==> config.mk <==
export PLATFORM = sky130hd
export DESIGN_NAME = spi_slave_port
export DESIGN_NICKNAME = d
export VERILOG_FILES = /design/src/rtl/spi_slave_port.sv
export SDC_FILE = /design/constraint.sdc
export NUM_CORES = 1
export LEC_CHECK = 0
export ABC_CLOCK_PERIOD_IN_PS = 1800
export CORE_MARGIN = 1.5
export CORE_UTILIZATION = 40
export CTS_CLUSTER_SIZE = 14
export DETAILED_ROUTE_END_ITERATION = 12
export GPL_TIMING_DRIVEN = 0
export PLACE_DENSITY = 0.73
export SLEW_MARGIN = 0
export SYNTH_ARGS = -nofsm -noshare
export SYNTH_HDL_FRONTEND = slang
export SYNTH_SLANG_ARGS = --single-unit
==> constraint.sdc <==
create_clock -name CLK -period 1.8 [get_ports CLK]
set_clock_uncertainty 0.2 [all_clocks]
set_input_delay 0.36 -clock CLK [delete_from_list [all_inputs] [get_ports CLK]]
set_output_delay 0.36 -clock CLK [all_outputs]
set_load 0.01 [all_outputs]
==> src/rtl/spi_slave_port.sv <==
// SPI slave port: synchronises SCLK/MOSI/CS_N into the CLK domain, assembles
// received words, drives MISO from a reloadable transmit shift register.
module spi_slave_port #(
  parameter int WIDTH       = 8,
  parameter int CPOL        = 0,
  parameter int CPHA        = 0,
  parameter int LSB_FIRST   = 0,
  parameter int SYNC_STAGES = 2
) (
  input  logic             CLK,
  input  logic             RST_N,
  input  logic             SCLK,
  input  logic             MOSI,
  input  logic             CS_N,
  input  logic [WIDTH-1:0] PDIN,
  output logic             MISO,
  output logic             MISO_OE,
  output logic [WIDTH-1:0] PDOUT,
  output logic             DVALID,
  output logic             FRAME_ERR
);

  localparam int   CW   = $clog2(WIDTH);
  localparam logic IDLE = (CPOL != 0);

  logic [SYNC_STAGES-1:0] sclk_sync_q, mosi_sync_q, cs_sync_q;
  logic                   sclk_prev_q, cs_prev_q;

  logic [CW-1:0]    cnt_q, cnt_d;
  logic [WIDTH-1:0] rx_q, rx_d, rx_next;
  logic [WIDTH-1:0] tx_q, tx_d;
  logic [WIDTH-1:0] pdout_q, pdout_d;
  logic             miso_q, miso_d;
  logic             dvalid_q, dvalid_d;
  logic             ferr_q, ferr_d;

  logic sclk_s, mosi_s, cs_s;
  logic sclk_rise, sclk_fall, lead_e, trail_e;
  logic cs_fall, cs_rise, active, sample_e, shift_e;

  function automatic logic tx_bit(input logic [WIDTH-1:0] v);
    return (LSB_FIRST != 0) ? v[0] : v[WIDTH-1];
  endfunction

  function automatic logic [WIDTH-1:0] tx_shift(input logic [WIDTH-1:0] v);
    return (LSB_FIRST != 0) ? {1'b0, v[WIDTH-1:1]} : {v[WIDTH-2:0], 1'b0};
  endfunction

  function automatic logic [WIDTH-1:0] rx_shift(input logic [WIDTH-1:0] v, input logic b);
    return (LSB_FIRST != 0) ? {b, v[WIDTH-1:1]} : {v[WIDTH-2:0], b};
  endfunction

  // MOSI uses the same depth as SCLK so data stays aligned with its clock edge.
  always_ff @(posedge CLK or negedge RST_N) begin
    if (!RST_N) begin
      sclk_sync_q <= {SYNC_STAGES{IDLE}};
      mosi_sync_q <= '0;
      cs_sync_q   <= '1;
      sclk_prev_q <= IDLE;
      cs_prev_q   <= 1'b1;
    end else begin
      sclk_sync_q <= {sclk_sync_q[SYNC_STAGES-2:0], SCLK};
      mosi_sync_q <= {mosi_sync_q[SYNC_STAGES-2:0], MOSI};
      cs_sync_q   <= {cs_sync_q[SYNC_STAGES-2:0], CS_N};
      sclk_prev_q <= sclk_sync_q[SYNC_STAGES-1];
      cs_prev_q   <= cs_sync_q[SYNC_STAGES-1];
    end
  end

  assign sclk_s    = sclk_sync_q[SYNC_STAGES-1];
  assign mosi_s    = mosi_sync_q[SYNC_STAGES-1];
  assign cs_s      = cs_sync_q[SYNC_STAGES-1];
  assign sclk_rise = sclk_s & ~sclk_prev_q;
  assign sclk_fall = ~sclk_s & sclk_prev_q;
  assign lead_e    = IDLE ? sclk_fall : sclk_rise;
  assign trail_e   = IDLE ? sclk_rise : sclk_fall;
  assign cs_fall   = ~cs_s & cs_prev_q;
  assign cs_rise   = cs_s & ~cs_prev_q;
  // Selected for a full cycle: excludes both the CS_N fall and rise cycles.
  assign active    = ~cs_s & ~cs_prev_q;
  assign sample_e  = active & ((CPHA != 0) ? trail_e : lead_e);
  assign shift_e   = active & ((CPHA != 0) ? lead_e : trail_e);

  always_comb begin
    cnt_d    = cnt_q;
    rx_d     = rx_q;
    tx_d     = tx_q;
    miso_d   = miso_q;
    pdout_d  = pdout_q;
    dvalid_d = 1'b0;
    ferr_d   = 1'b0;
    rx_next  = rx_shift(rx_q, mosi_s);
    if (cs_rise) begin
      cnt_d  = '0;
      rx_d   = '0;
      miso_d = 1'b0;
      ferr_d = (cnt_q != '0);
    end else if (cs_fall) begin
      cnt_d = '0;
      rx_d  = '0;
      // CPHA=0 presents the first bit immediately; tx then holds the remainder.
      tx_d   = (CPHA != 0) ? PDIN : tx_shift(PDIN);
      miso_d = (CPHA != 0) ? 1'b0 : tx_bit(PDIN);
    end else if (active) begin
      if (sample_e) begin
        if (cnt_q == CW'(WIDTH-1)) begin
          cnt_d    = '0;
          rx_d     = '0;
          pdout_d  = rx_next;
          dvalid_d = 1'b1;
          tx_d     = PDIN;
        end else begin
          cnt_d = cnt_q + CW'(1);
          rx_d  = rx_next;
        end
      end
      if (shift_e) begin
        miso_d = tx_bit(tx_q);
        tx_d   = tx_shift(tx_q);
      end
    end
  end

  always_ff @(posedge CLK or negedge RST_N) begin
    if (!RST_N) begin
      cnt_q    <= '0;
      rx_q     <= '0;
      tx_q     <= '0;
      pdout_q  <= '0;
      miso_q   <= 1'b0;
      dvalid_q <= 1'b0;
      ferr_q   <= 1'b0;
    end else begin
      cnt_q    <= cnt_d;
      rx_q     <= rx_d;
      tx_q     <= tx_d;
      pdout_q  <= pdout_d;
      miso_q   <= miso_d;
      dvalid_q <= dvalid_d;
      ferr_q   <= ferr_d;
    end
  end

  assign MISO      = miso_q;
  assign MISO_OE   = ~cs_s;
  assign PDOUT     = pdout_q;
  assign DVALID    = dvalid_q;
  assign FRAME_ERR = ferr_q;

endmodule

# Word level (Yosys, flattened, before mapping)
# Cells that the tools add are included.
[word_totals] inputBits=13 regBits=37
[op_classes] n_eq_ne=1 n_reduce_logical=11 addsub=1 n_mux=25 bitwise_logic=13
[ops] operator="$mux 8" count=5
[ops] operator="$mux 7" count=5
[ops] operator="$reduce_bool 3->1" count=6
[ops] operator="$mux 3" count=5
[ops] operator="$mux 1" count=10
[ops] operator="$and 1x1->1" count=7
[ops] operator="$not 1->1" count=6
[ops] operator="$reduce_and 5->1" count=1
[ops] operator="$reduce_and 2->1" count=2
[ops] operator="$reduce_and 4->1" count=1
[ops] operator="$add 3x1->3 const B" count=1
[ops] operator="$eq 3x3->1 const B" count=1
[ops] operator="$reduce_bool 2->1" count=1

# Depth between registers and ports, before layout
# Gate-level depths: netlist of run 1.
[logic_depth] ltp_word=7 ltp_mapped=8 depth_no_buf=6

# Worst setup path before layout of run 1
# No wires, ideal clock.
[synth_path] path_type="register to register" startpoint="reg cs_sync_q[1]" endpoint="reg tx_q[1]" setup_ps=125 t_arrival_ps=1687 path_buffers=1 stages_incl_launch_ff=8 setup_slack_ps=-211 synth_period_minus_slack_ps=2011 cell_sequence="dfstp_2 inv_1 ha_1 and3b_2 buf_2 a21oi_1 a22oi_1 mux2_2"
[synth_via] elab_chain_cells=6 word_cells_on_any_way=14 cone_classes="mux (3); bitwise (7); reduce/logical (4)"
[synth_lines] item="from (decl)" line="26" source="logic [SYNC_STAGES-1:0] sclk_sync_q, mosi_sync_q, cs_sync_q;"
[synth_lines] item="from (signal assigned)" line="64" source="cs_sync_q <= {cs_sync_q[SYNC_STAGES-2:0], CS_N};"
[synth_lines] item="$not 1->1 (*)"
[synth_lines] item="via MISO_OE" line="17" source="output logic MISO_OE,"
[synth_lines] item="$and 1x1->1" line="80" source="assign active = ~cs_s & ~cs_prev_q;"
[synth_lines] item="$and 1x1->1" line="82" source="assign shift_e = active & ((CPHA != 0) ? lead_e : trail_e);"
[synth_lines] item="$mux 8" line="117" source="if (shift_e) begin"
[synth_lines] item="$mux 8" line="104" source="end else if (active) begin"
[synth_lines] item="$mux 8" line="98" source="end else if (cs_fall) begin"
[synth_lines] item="to (signal assigned)" line="136" source="tx_q <= tx_d;"
[synth_lines] item="to (decl)" line="31" source="logic [WIDTH-1:0] tx_q, tx_d;"
# Mark *: on every way through the listed nets, which the timed path passes. The rest lies on a longest branch. The select of a mux whose other input is x is not followed.
# A chain may end at the register's enable or synchronous reset.

# Final worst setup path of run 1
[layout_path] startpoint="reg cs_sync_q[1]" endpoint="reg tx_q[2]"
[layout_via] elab_chain_cells=6 word_cells_on_any_way=14 cone_classes="mux (3); bitwise (7); reduce/logical (4)"
[layout_lines] item="$not 1->1" line="77, 80"
[layout_lines] item="$and 1x1->1" line="80"
[layout_lines] item="$and 1x1->1" line="82"
[layout_lines] item="$mux 8" line="117"
[layout_lines] item="$mux 8" line="104"
[layout_lines] item="$mux 8" line="98"
# Parallel ways exist; a longest one is shown, timed or not. The select of a mux whose other input is x is not followed.

==> out/summary.log, run 1 <==
[status] run status complete, but fails checks
[status] failing checks negative setup slack
[die] initial standard-cell utilization of the core 0.4234
[power_and_ir_drop] cell internal power dissipation 1.713 mW
[die] full die area 0.004697 mm^2
[worst_hold_path] class of the tightest hold or removal check register to register
[synth] YS warnings 0
[clock_network] number of clock sinks 37
[sta] period utilisation layout 1.084
[synth] fraction of synthesis flops using an asynchronous set or reset pin 1.000
[die] Die X 68.54 um
[synth] number of synthesized flops with an enable pin 0
[final_layout] # diodes 0
[clock_network] number of buffers created by CTS 5
[drt] per-cell via count in the routed design 5.171
[die] Floorplan Core Area 0.004058 mm^2
[final_layout] area growth from synthesis to layout 40.35%
[power_and_ir_drop] share of power burned in combinational logic 0.184
[sta] clock period minus final worst setup slack 1.952 ns
[power_and_ir_drop] proportion of power drawn by the clock network 0.368
[clock_network] CTS max path bufs 2
[critical_path] Worst Setup Start Kind register
[power_and_ir_drop] register share of total power 0.448
[placement] Final Wtd Congestion 0.8025
[critical_path] Crit path largest cell delay 0.39 ns
[power_and_ir_drop] leakage power summed over all cells 1.091 nW
[critical_path] gate family responsible for the most delay along the worst path compound AO/OA/AOI/OAI gates
[global_route] global-route congestion overflow total 0
[sta] headroom to the max-slew limit 0.4559
[clock_network] Worst-Skew Late Latency 0.29 ns
[sta] setup repair after global routing missed its margin yes
[critical_path] critical-path maximum fanout 7
[die] row count 23
[global_route] via count of the first global-routing pass 1278
[critical_path] data arrival time of the critical path 1.93 ns
[synth] Mean Syn Cell Area 11.16 um^2
[global_route] number of antenna violations at the first check in global routing 0
[placement] HPWL after detailed placement 2244 um
[job] total of max-cap violations 0
[synth] net count after synthesis 176
[synth] Seq cells post-synth 37
[global_route] largest net degree at the start of global routing 38
[final_layout] Layout fillers 320
[global_route] total routing usage reported by global routing 0.1707
[sta] upper clock frequency limit 0.5123 GHz
[sta] final count of negative-setup-slack endpoints 26
[clock_network] post-CTS clock slew at the launch and capture registers of the worst setup and hold paths 0.07 ns
[placement] pre-CTS setup slack -0.2050 ns
[synth] post-synthesis cell type count 29
[power_and_ir_drop] switching share of power 0.2471
[drt] post-DR wirelength/cell 14.96 um
[synth] Post-Synthesis Cells 154
[die] number of placed I/O pins 25
[synth] summed instance area of the synthesized netlist 0.001718 mm^2
[placement] number of port buffers 24
[global_route] global-route wire length before repair 5789 um
[final_layout] fraction of layout instances using a drive strength above 1 0.3878
[sta] setup ws final -0.1519 ns
[drt] total number of vias 1272
[critical_path] Critical Path, Cell by Cell inv_4, ha_4, and3b_2, o22ai_2, a21oi_4, mux2_2
[die] y dimension of the die 68.54 um
[critical_path] type of the worst setup path register to register
[sta] count of endpoints failing hold in the final timing report 0
[drt] Initial DRT Pass Iterations 4
[sta] worst-case hold slack 0.1485 ns
[sta] Slew Viols, Final 0
[clock_network] cell at the root of the clock tree clkbuf_8
[drt] remaining antenna violation count 0
[synth] part of the Yosys area used for sequential elements 0.5412
[power_and_ir_drop] Pwr Density 943.4 mW/mm^2
[drt] overall routed net length 3681 um
[clock_network] CTS tree yes
[power_and_ir_drop] Design Power 2.275 mW
[power_and_ir_drop] switching power 0.5620 mW
[critical_path] Worst Path Required 1.78 ns
[critical_path] nature of the critical path endpoint register
[sta] transition time at the pin with the least slew margin 0.8162 ns
[critical_path] buffer and inverter count on the worst path 1
[clock_network] H-tree depth 2
[synth] prevailing post-synth register cell dfrtp_1
[critical_path] library cell contributing the largest single delay on the critical path dfstp_2
[drt] violation count after the first detailed-route iteration 42
[sta] setup total negative slack -2.237 ns
[power_and_ir_drop] maximum VDD drop 0.0007513 V
[final_layout] final net count 217
[drt] drt drc 0
==> stage by stage <==
stage               cell area, um^2  std cells  utilization
floorplan                      1748        154            -
global placement               2051        228       0.5054
detailed placement             2046        228       0.5042
CTS                            2300        244       0.5668
global route                   2411        246       0.5942
finish                         2411        246       0.5942
==> repair_timing <==
item,in CTS,in global routing
pin swaps,6,5
gates resized for setup,27,27
cloned,1,0
hold buffers,1,0
buffers inserted,7,3
endpoints found under the setup margin,28,28
hold endpoints to repair,34,0
==> flip-flops by register name, indices dropped and copies added, names as in the netlist <==
signal	count
DVALID	1
FRAME_ERR	1
MISO	1
PDOUT	8
cnt_q	3
cs_prev_q	1
cs_sync_q	2
mosi_sync_q	2
rx_q	7
sclk_prev_q	1
sclk_sync_q	2
tx_q	8
==> worst paths after layout <==
check                                from        endpoint  slack (ns)  depth (start not counted)
hold / removal             sclk_sync_q[0]  sclk_sync_q[1]        0.15                          0
hold reg to reg            sclk_sync_q[0]  sclk_sync_q[1]        0.15                          0
setup / recovery             cs_sync_q[1]         tx_q[2]       -0.15                          6
setup reg to reg             cs_sync_q[1]         tx_q[2]       -0.15                          6
max in group asynchronous           RST_N        PDOUT[1]        0.39                          2
min in group asynchronous           RST_N  sclk_sync_q[1]        0.50                          2
==> per-layer routing <==
metal  GRT usage  share of wire  vias up
li1            -              -      602
met1      0.2076           0.44      629
met2      0.2849           0.50       35
met3     0.05357          0.048        6
met4     0.06000          0.012        0
met5           0              0        -
==> layout make-up <==
type / count / area (um^2) / share of cell area
inverter: 7 / 28.78 / 0.01194
multi-input combinational: 104 / 859.6 / 0.3565
sequential: 37 / 929.6 / 0.3856
clock buffer: 5 / 68.82 / 0.02854
tap: 50 / 62.56 / 0.02595
timing repair buffer: 35 / 344.1 / 0.1427
clock inverter: 3 / 65.06 / 0.02698
buffer: 5 / 52.55 / 0.02180
==> synth_stat cells (2+ instances only) <==
library cell | count | area (um^2)
dfrtp_1 | 34 | 850.8
nand2_1 | 28 | 105.1
dfstp_2 | 3 | 78.83
ha_1 | 9 | 112.6
buf_2 | 4 | 20.02
inv_1 | 7 | 26.28
nor2b_1 | 6 | 37.54
o21ai_0 | 11 | 55.05
and3b_2 | 2 | 20.02
mux2_2 | 15 | 168.9
nor3_1 | 3 | 15.01
a21oi_1 | 14 | 70.07
nor2_1 | 2 | 7.510
==> layout by cell type (no fill, tap or decap), types with 2 or more instances in the layout <==
cell,n
nand2_2,10
bufinv_16,2
inv_1,5
o21ai_1,5
clkbuf_8,5
o21ai_0,2
ha_1,4
buf_6,7
nand2_1,18
a21oi_1,12
nor3_1,2
buf_4,8
dfrtp_1,34
ha_2,3
o21ai_2,5
nor2b_1,6
nor2_1,2
a21oi_2,2
and3b_2,2
ha_4,2
mux2_2,9
dfstp_2,3
clkdlybuf4s50_1,21
mux2_4,6
==> cell families after synthesis <==
| logic type | count (synthesis) | share of synthesized area |
|---|---|---|
| and+or+nand+nor | 44 | 0.1245 |
| DFF | 37 | 0.5412 |
| AOI/OAI and AO/OA | 34 | 0.1216 |
| muxes | 16 | 0.1042 |
| buffers and inverters | 13 | 0.03788 |
| adders and majority gates | 9 | 0.06555 |
| xor gates and xnor gates | 1 | 0.005099 |
==> power groups by stage <==
stage	logic (mW)	clock network, mW	registers [mW]
finish	0.418	0.837	1.02
global route	0.459	0.902	1.03
CTS	0.371	0.861	1.01
detailed placement	0.317	0	1.02
global placement	0.299	0	1.01
floorplan	0.200	0	1.01
Power figures use the tool's default switching activity.
==> run 2, diff against run 1 <==
Settings changed: CTS_CLUSTER_DIAMETER from default to 60.
==> results of run 2 <==
The final DEF is identical to that of run 1; final timing and power are the same.
